File: src/rtl/obc_dft_seq.sv
// Bit-serial sequencer for the OBC distributed-arithmetic 16-point DFT.
// Buffers one frame of 16 samples, walks bit-planes LSB-first into the ROM
// bank, shift-accumulates the partial sums and emits one result per bin.
module obc_dft_seq #(
  parameter int unsigned W     = 16,
  parameter int unsigned NBINS = 16,
  parameter int unsigned RW    = 32,
  parameter int unsigned GB    = 4,
  localparam int unsigned ACC_W = RW + GB,
  localparam int unsigned BW    = $clog2(NBINS)
) (
  input  logic             clk,
  input  logic             rst_n,
  input  logic             s_valid,
  input  logic [W-1:0]     s_data,
  output logic             s_ready,
  output logic [15:0]      rom_bits,
  output logic [BW-1:0]    rom_bin,
  input  logic [RW-1:0]    rom_sum,
  input  logic [RW-1:0]    rom_offset,
  output logic             m_valid,
  output logic [BW-1:0]    m_bin,
  output logic [ACC_W-1:0] m_data,
  input  logic             m_ready,
  output logic             busy
);

  localparam int unsigned NS = 16;
  localparam int unsigned CW = $clog2(NS);
  localparam int unsigned JW = $clog2(W);

  typedef enum logic [1:0] {IDLE, LOAD, RUN, OUT} state_t;

  state_t                  state, state_n;
  logic [CW-1:0]           cnt, cnt_n;
  logic [JW-1:0]           j, j_n;
  logic [BW-1:0]           bin, bin_n;
  logic signed [ACC_W-1:0] acc, acc_n;
  logic [W-1:0]            buffer   [NS];
  logic [W-1:0]            buffer_n [NS];
  logic                    m_valid_n;
  logic [BW-1:0]           m_bin_n;
  logic [ACC_W-1:0]        m_data_n;
  logic                    s_ready_n;
  logic                    busy_n;
  logic [15:0]             rom_bits_n;
  logic [BW-1:0]           rom_bin_n;
  logic signed [ACC_W-1:0] sum_x, off_x;

  // Sign-extend the ROM words to accumulator width
  assign sum_x = {{GB{rom_sum[RW-1]}}, rom_sum};
  assign off_x = {{GB{rom_offset[RW-1]}}, rom_offset};

  // State, datapath and registered outputs
  always_ff @(posedge clk or negedge rst_n) begin
    if (!rst_n) begin
      state    <= IDLE;
      cnt      <= '0;
      j        <= '0;
      bin      <= '0;
      acc      <= '0;
      for (int k = 0; k < NS; k++) buffer[k] <= '0;
      m_valid  <= 1'b0;
      m_bin    <= '0;
      m_data   <= '0;
      s_ready  <= 1'b0;
      busy     <= 1'b0;
      rom_bits <= '0;
      rom_bin  <= '0;
    end else begin
      state    <= state_n;
      cnt      <= cnt_n;
      j        <= j_n;
      bin      <= bin_n;
      acc      <= acc_n;
      buffer   <= buffer_n;
      m_valid  <= m_valid_n;
      m_bin    <= m_bin_n;
      m_data   <= m_data_n;
      s_ready  <= s_ready_n;
      busy     <= busy_n;
      rom_bits <= rom_bits_n;
      rom_bin  <= rom_bin_n;
    end
  end

  // Next-state, datapath update and look-ahead of the registered outputs
  always_comb begin
    state_n   = state;
    cnt_n     = cnt;
    j_n       = j;
    bin_n     = bin;
    acc_n     = acc;
    buffer_n  = buffer;
    m_valid_n = m_valid;
    m_bin_n   = m_bin;
    m_data_n  = m_data;

    case (state)
      IDLE: state_n = LOAD;
      LOAD: begin
        if (s_valid && s_ready) begin
          buffer_n[cnt] = s_data;
          cnt_n         = cnt + CW'(1);
          if (cnt == CW'(NS - 1)) begin
            state_n = RUN;
            cnt_n   = '0;
            bin_n   = '0;
            j_n     = '0;
            acc_n   = '0;
          end
        end
      end
      RUN: begin
        if (j == JW'(W - 1)) begin
          // Sign plane carries negative weight; offset completes the OBC sum
          m_data_n  = acc - sum_x + off_x;
          m_bin_n   = bin;
          m_valid_n = 1'b1;
          j_n       = '0;
          state_n   = OUT;
        end else begin
          acc_n = (acc + sum_x) >>> 1;
          j_n   = j + JW'(1);
        end
      end
      OUT: begin
        if (m_ready) begin
          m_valid_n = 1'b0;
          if (bin == BW'(NBINS - 1)) begin
            bin_n   = '0;
            cnt_n   = '0;
            state_n = LOAD;
          end else begin
            bin_n   = bin + BW'(1);
            j_n     = '0;
            acc_n   = '0;
            state_n = RUN;
          end
        end
      end
      default: state_n = IDLE;
    endcase

    s_ready_n  = (state_n == LOAD);
    busy_n     = (state_n != IDLE);
    rom_bin_n  = bin_n;
    rom_bits_n = '0;
    if (state_n == RUN) begin
      for (int k = 0; k < NS; k++) rom_bits_n[k] = buffer_n[k][j_n];
    end
  end

endmodule

File: config.mk
export PLATFORM = sky130hd
export DESIGN_NAME = obc_dft_seq
export DESIGN_NICKNAME = d
export VERILOG_FILES = /design/src/rtl/obc_dft_seq.sv
export SDC_FILE = /design/constraint.sdc
export NUM_CORES = 1
export LEC_CHECK = 0
export ABC_AREA = 0
export CORE_MARGIN = 5
export CORE_UTILIZATION = 50
export DETAILED_ROUTE_END_ITERATION = 6
export HOLD_SLACK_MARGIN = 0.05
export PLACE_DENSITY = 0.69
export SETUP_SLACK_MARGIN = 0.2
export SYNTH_ARGS = -nofsm -noshare
export SYNTH_HDL_FRONTEND = slang
export SYNTH_SLANG_ARGS = --single-unit
File: constraint.sdc
create_clock -name clk -period 5 [get_ports clk]
set_input_delay 1.25 -clock clk [delete_from_list [all_inputs] [get_ports clk]]
set_output_delay 1.25 -clock clk [all_outputs]
set_load 0.005 [all_outputs]
==> impl_metrics.toml, run 1 <==
[global_route]
grt-ovfl-total = 0
grt_pass1_wl_um = 83400
gr-usage-met3_pct = 3.78
grt_max_degree = 105
grt.total_usage_pct = 23.0
antenna_found_initial = 1
gr-max-usage-layer = "met2"
grt_pass1_vias = 15233
grt_util_met2_pct = 38.2
grt_util_met1_pct = 31.5

[clocking]
cts_root_buffer = "clkbuf_16"
cts_tree = "built"
numCtsBuffers = 42
clock_sinks = 364
hold_buffers = 0
post-cts-setup-buffers = 0
clk_pin_slew_ns = 0.06
cts_max_path_buffers = 3
clk_latency_ns = 0.58
cts_resized = 0
h-tree-depth = 2

[timing]
min_period_ns = 4.43
setup_viol = 0
maxSlewViolCount = 0
slew_headroom_pct = 29.5
setup_tns_ns = 0
rsz0062_at_grt = "no"
holdWs_ns = 0.474
fmax_mhz = 226
worst_slew_pin_slew_ns = 1.05
post-route-period-util_pct = 88.6
hold_viol_final = 0
skew_ns = 0.0188

[detailed_routing]
drt-wirelength-per-cell_um = 20.3
via_count = 14790
finalWirelength_um = 52200
drc = 0
ant_nets = 0
vias_per_cell = 5.75
drtIter0Drc = 900
firstDrtPassIters = 5

[finish]
utilization_pct = 59.2
drive_gt1_share_pct = 20.8
seqCellArea_mm2 = 0.00911
final_cell_mix = "dfrtp_1, mux2_2, inv_1, nand2_1, clkdlybuf4s50_1"
final_common_cell = "dfrtp_1"
design_area_mm2 = 0.0242
n_fill_cell = 3330
multi_input_area_mm2 = 0.0105
fin_nets = 2203
syn2layout_area_growth_pct = 17.2

[setup_path]
cp_max_fo = 5
cp.arrival_ns = 4.88
worstSetupStartpointType = "primary input"
cp_slowest_cell = "fa_1"
timing.rr.start = "acc[2]$_DFFE_PN0P_"
worst_ep_required_time_ns = 5.45
reg2reg_to = "m_data[30]$_DFFE_PN0P_"
path_depth = 14
crit_type = "in2reg"
path_buf_inv = 3
rr_worst_depth = 14
path_cells = "clkdlybuf4s50_1 > fa_1 > inv_1 > ha_1 > a21oi_1 > o21ai_0 > a21oi_1 > o31ai_1 > a41o_2 > a211oi_1 > buf_4 > o31ai_1 > xnor2_1 > o21ai_0"
slowest_delay_ns = 0.55
r2r_slack_ns = 1.31
crit_family = "compound AO/OA/AOI/OAI gates"
cp-end-kind = "register"

[hold_path]
holdPathStages = 2
hold_path_class = "reg2reg"
min_to = "m_bin[3]$_DFFE_PN0P_"
hp-start = "m_bin[3]$_DFFE_PN0P_"

[die]
start_util_pct = 50.5
die_w_um = 213
dieArea_mm2 = 0.0454
io_pins = 147
fp-row-count = 74
core_mm2 = 0.0408
die_h_um = 213

[yosys]
syn-num-nets = 2058
yosys.area.top_type_share_pct = 44.1
synth_cells = 1861
ys_warn_count = 0
netlist_top_cells_area = "dfrtp_1, mux2_2, mux2i_1, ha_1, fa_1"
yosysTopAreaCell = "dfrtp_1"
synthArstFlopShare_pct = 100
synth_ff_type = "dfrtp_1"
synth_edf_count = 0
synth_cell_types = 76
avgSynthCellArea_um2 = 11.1
syn_area_mm2 = 0.0206
ys_ff_latch = 364
yosysSeqAreaShare_pct = 44.1

[pwr]
p_leak_nw = 12.0
power_density_mw_per_mm2 = 561
power_mw = 13.6
ir_drop_uv = 342

[placed_design]
portBuffers = 146
place_area_mm2 = 0.0228
post-dp-hpwl_um = 35700
gp_congestion = 0.940

[status]
status = "complete, no violations"

[flow_run]
drv_cap = 0
==> cell usage after synthesis (15+ instances only) <==
cell type    n
a21o_1      34
a21oi_1     81
buf_2       24
clkbuf_1    48
dfrtp_1    364
fa_1        36
ha_1        77
inv_1      159
mux2_2     274
mux2i_1    106
mux4_2      15
nand2_1    158
nand3_1     30
nand4_1     18
nor2_1      60
nor3_1      16
o211ai_1    19
o21ai_0     87
xnor2_1     26
xor2_1      27
==> worst max path at each step <==
stage	start	to	slack, ns
6_report	rom_sum[2]	m_data[30]$_DFFE_PN0P_	0.57
5_1_grt	rom_sum[2]	m_data[30]$_DFFE_PN0P_	0.31
4_1_cts	rom_sum[2]	m_data[30]$_DFFE_PN0P_	0.64
3_5_place_dp	rom_sum[2]	m_data[30]$_DFFE_PN0P_	0.03
3_3_place_gp	rom_offset[2]	m_data[30]$_DFFE_PN0P_	0.10
2_1_floorplan	rom_offset[1]	m_data[34]$_DFFE_PN0P_	0.90
==> power by group <==
part	switching [mW]	leakage, nW	total [mW]	internal (mW)
combinational	3.15	6.69	6.00	2.85
clock	1.31	0.695	3.14	1.83
sequential	0.408	4.57	4.43	4.02
total	4.87	12.0	13.6	8.69
==> flip-flops by register name, indices dropped and copies added (netlist names) <==
signal / flops
m_valid: 1
m_data: 36
cnt: 4
buffer: 256
busy: 1
bin: 4
j: 4
rom_bits: 16
state: 2
m_bin: 4
acc: 35
s_ready: 1
==> metrics by stage <==
step                      std cells  setup slack (ns)
final                          2572             0.572
after global routing           2572             0.310
after CTS                      2571             0.639
after detailed placement       2494            0.0278
after global placement         2494             0.102
after floorplan                1861             0.896
==> layer usage <==
metal / vias to the layer above / share of wire [%]
met5: - / 0
met4: 0 / 2.7
met3: 101 / 5.4
met2: 395 / 48
met1: 7438 / 44
li1: 6856 / -
==> worst min-delay path: stages (launching register included) <==
cell and delay (ns):
dfrtp_1 0.34, nand2_1 0.05, nand2_1 0.05
==> kinds of logic after synthesis <==
group	after synthesis	synth area share (%)
flops	364	44.1
compound gates	345	11.1
mux	395	21.7
xor+xnor	53	2.25
simple gates	338	7.51
fa+ha+maj	113	8.16
buf+inv	252	5.07
other cells	1	0.0182
==> layout make-up <==
| type | count | share of cell area [%] |
|---|---|---|
| antenna | 1 | 0.0103 |
| clock buffer | 55 | 4.84 |
| clock inverter | 22 | 1.01 |
| inverter | 161 | 2.50 |
| multi-input combinational | 1245 | 43.4 |
| sequential | 364 | 37.7 |
| tap | 532 | 2.75 |
| timing repair buffer | 192 | 7.85 |
(Power assumes the default switching activity.)
==> run 2: changes to the inputs <==
--- a/config.mk
+++ b/config.mk
@@ -6,11 +6,13 @@
 export NUM_CORES = 1
 export LEC_CHECK = 0
 export ABC_AREA = 0
+export CELL_PAD_IN_SITES_DETAIL_PLACEMENT = 2
+export CELL_PAD_IN_SITES_GLOBAL_PLACEMENT = 2
 export CORE_MARGIN = 5
-export CORE_UTILIZATION = 50
+export CORE_UTILIZATION = 43
 export DETAILED_ROUTE_END_ITERATION = 6
 export HOLD_SLACK_MARGIN = 0.05
-export PLACE_DENSITY = 0.69
+export PLACE_DENSITY = 0.85
 export SETUP_SLACK_MARGIN = 0.2
 export SYNTH_ARGS = -nofsm -noshare
 export SYNTH_HDL_FRONTEND = slang
==> run 2 against run 1 <==
Effect of this change: core utilization shrank 8.0 points; first-iteration DRC count shrank 18%; setup slack lost 0.12 ns; count of clock-buffer cells in the layout grew 5; maximum frequency shrank 2.7%; global-route usage grew 6.1 points; clock power grew 6.4%; sequential power grew 4%; via count grew 6.7%; wire length grew 48%; sequential share of layout area shrank 0.36 points; total power grew 9.9%; highest routed layer unchanged.
==> impl_metrics.toml, run 2 (synthesized netlist as in run 1, its figures left out) <==
[pwr]
pwr-share-comb_pct = 46.7
ir_drop_uv = 525
power_frac_seq_pct = 30.9
power.switching_mw = 5.94
internal_power_mw = 8.96
power_density_mw_per_mm2 = 610
power_mw = 14.9
p_sw_share_pct = 39.9
p_leak_nw = 12.0
clockPowerShare_pct = 22.4

[die]
die_w_um = 229
io_pins = 147
start_util_pct = 43.3
die_h_um = 229
fp-row-count = 80
dieArea_mm2 = 0.0525
core_mm2 = 0.0476

[finish]
seqCellArea_mm2 = 0.00911
reg.largest.list = "buffer: 256 flops, m_data: 36 flops, acc: 35 flops"
design_area_mm2 = 0.0244
n_fill_cell = 4706
top_register = "buffer"
final_common_cell = "dfrtp_1"
drive_gt1_share_pct = 21.1
largest_reg_flops = 256
final_cell_mix = "dfrtp_1, mux2_2, inv_1, nand2_1, clkdlybuf4s50_1"
diodes = 0
multi_input_area_mm2 = 0.0105
syn2layout_area_growth_pct = 18.3
fin_nets = 2213

[timing]
setup_tns_ns = 0
post-route-period-util_pct = 91.0
setup_viol = 0
maxSlewViolCount = 0
skew_ns = 0.0288
hold_viol_final = 0
worst_slew_pin_slew_ns = 1.19
fmax_mhz = 220
min_period_ns = 4.55
slew_headroom_pct = 20.4
rsz0062_at_grt = "no"

[detailed_routing]
via_count = 15779
finalWirelength_um = 77400
ant_nets = 0
drc = 0
firstDrtPassIters = 7
vias_per_cell = 5.93
drt-wirelength-per-cell_um = 29.1
drtIter0Drc = 741

[placed_design]
portBuffers = 146
post-dp-hpwl_um = 48400
gp_congestion = 0.846
place_area_mm2 = 0.0230

[global_route]
antenna_found_initial = 0
grt_max_degree = 102
grt_pass1_vias = 18761
grt.total_usage_pct = 29.2
grt-ovfl-total = 0
grt_pass1_wl_um = 119000

[clocking]
clock_sinks = 364
cts_max_path_buffers = 3
clk_latency_ns = 0.59
post-cts-setup-buffers = 0
clk_pin_slew_ns = 0.06
numCtsBuffers = 43
cts_tree = "built"
cts_root_buffer = "clkbuf_16"
h-tree-depth = 2

[status]
status = "complete, no violations"

[setup_path]
cp_slowest_cell = "fa_1"
worst_ep_required_time_ns = 5.46
worstSetupStartpointType = "primary input"
cp-end-kind = "register"
path_cells = "clkdlybuf4s50_1 > inv_1 > fa_1 > inv_1 > ha_1 > a21o_1 > a21oi_1 > o21ai_0 > a31oi_1 > a21oi_1 > o21ai_0 > buf_4 > a2111oi_1 > nor3_1 > o31ai_1"
cp.arrival_ns = 5.01
path_buf_inv = 4
slowest_delay_ns = 0.50
crit_type = "in2reg"
crit_family = "compound AO/OA/AOI/OAI gates"
cp_max_fo = 5

[flow_run]
drv_cap = 0

[hold_path]
hold_path_class = "reg2reg"
==> run 2: cell types whose count changed in the layout (fill, tap and decap cells not counted), moves of 2 or more <==
cell        before  now
clkinv_8         0    2
clkbuf_8         7    9
bufinv_16        3    5
buf_4           39   47
clkbuf_1         6    8
clkinv_4         2    0
clkinvlp_4       3    1
clkinv_2        11    6
==> run 2: path summary, 6_finish.rpt <==
path	end	from	cells past startpoint	slack [ns]
hold reg to reg	m_bin[2]$_DFFE_PN0P_	m_bin[2]$_DFFE_PN0P_	2	0.49
min in group asynchronous	m_data[1]$_DFFE_PN0P_	rst_n	1	0.73
setup / recovery	m_data[33]$_DFFE_PN0P_	rom_offset[1]	15	0.45
hold / removal	m_bin[2]$_DFFE_PN0P_	m_bin[2]$_DFFE_PN0P_	2	0.49
max in group asynchronous	acc[26]$_DFFE_PN0P_	rst_n	2	3.11
setup reg to reg	rom_bits[5]$_DFF_PN0_	state[0]$_DFF_PN0_	9	0.87
==> run 2: layout make-up <==
cell class,instances,share of cell area (%)
Multi-Input combinational cell,1245,43.0
Sequential cell,364,37.3
Timing Repair Buffer,201,8.11
Clock buffer,60,5.04
Tap cell,615,3.15
Inverter,161,2.47
Clock inverter,15,0.938
==> run 2: per-stage QoR <==
| step | instances | utilization, % | hold WS, ns | setup slack [ns] |
|---|---|---|---|---|
| 2_1_floorplan | 1861 | - | 0.467 | 0.896 |
| 4_1_cts | 2661 | 51.2 | 0.496 | 0.402 |
| 6_report | 2661 | 51.3 | 0.489 | 0.449 |
| 3_5_place_dp | 2586 | 48.2 | 0.480 | -0.0914 |
| 3_3_place_gp | 2586 | 48.2 | 0.462 | 0.0488 |
| 5_1_grt | 2661 | 51.3 | 0.509 | 0.200 |
==> run 2: repair_timing <==
item / 4_1_cts / 5_1_grt
setup endpoints to repair: 0 / 2
hold buffers: 0 / 0
gates resized for setup: 0 / 3
==> run 2: power groups by stage <==
stage,sequential [mW],combinational (mW),clock [mW]
after global placement,4.43,5.97,0
after CTS,4.62,6.93,3.40
after detailed placement,4.57,6.54,0
after floorplan,4.33,4.56,0
final,4.61,6.95,3.34
after global routing,4.69,7.43,3.52
==> run 2: per-layer routing <==
metal / wire length, µm / GRT usage, % / vias up / share of wire (%)
met5: 0 / 0 / - / 0
met4: 3790 / 13.2 / 0 / 4.9
met3: 2880 / 3.91 / 207 / 3.7
met2: 40200 / 53.5 / 431 / 52
met1: 30600 / 33.9 / 8268 / 40
li1: - / - / 6873 / -
==> run 2: worst register-to-register path, stage by stage (launching register included) <==
cell and delay (ns):
dfrtp_1 0.60, nor2b_1 0.73, nand2_1 0.29, nor2_2 0.74, mux2_2 0.36, mux2i_1 0.12
mux2_2 0.29, mux2i_1 0.25, o22ai_1 0.17, nor4_1 0.42
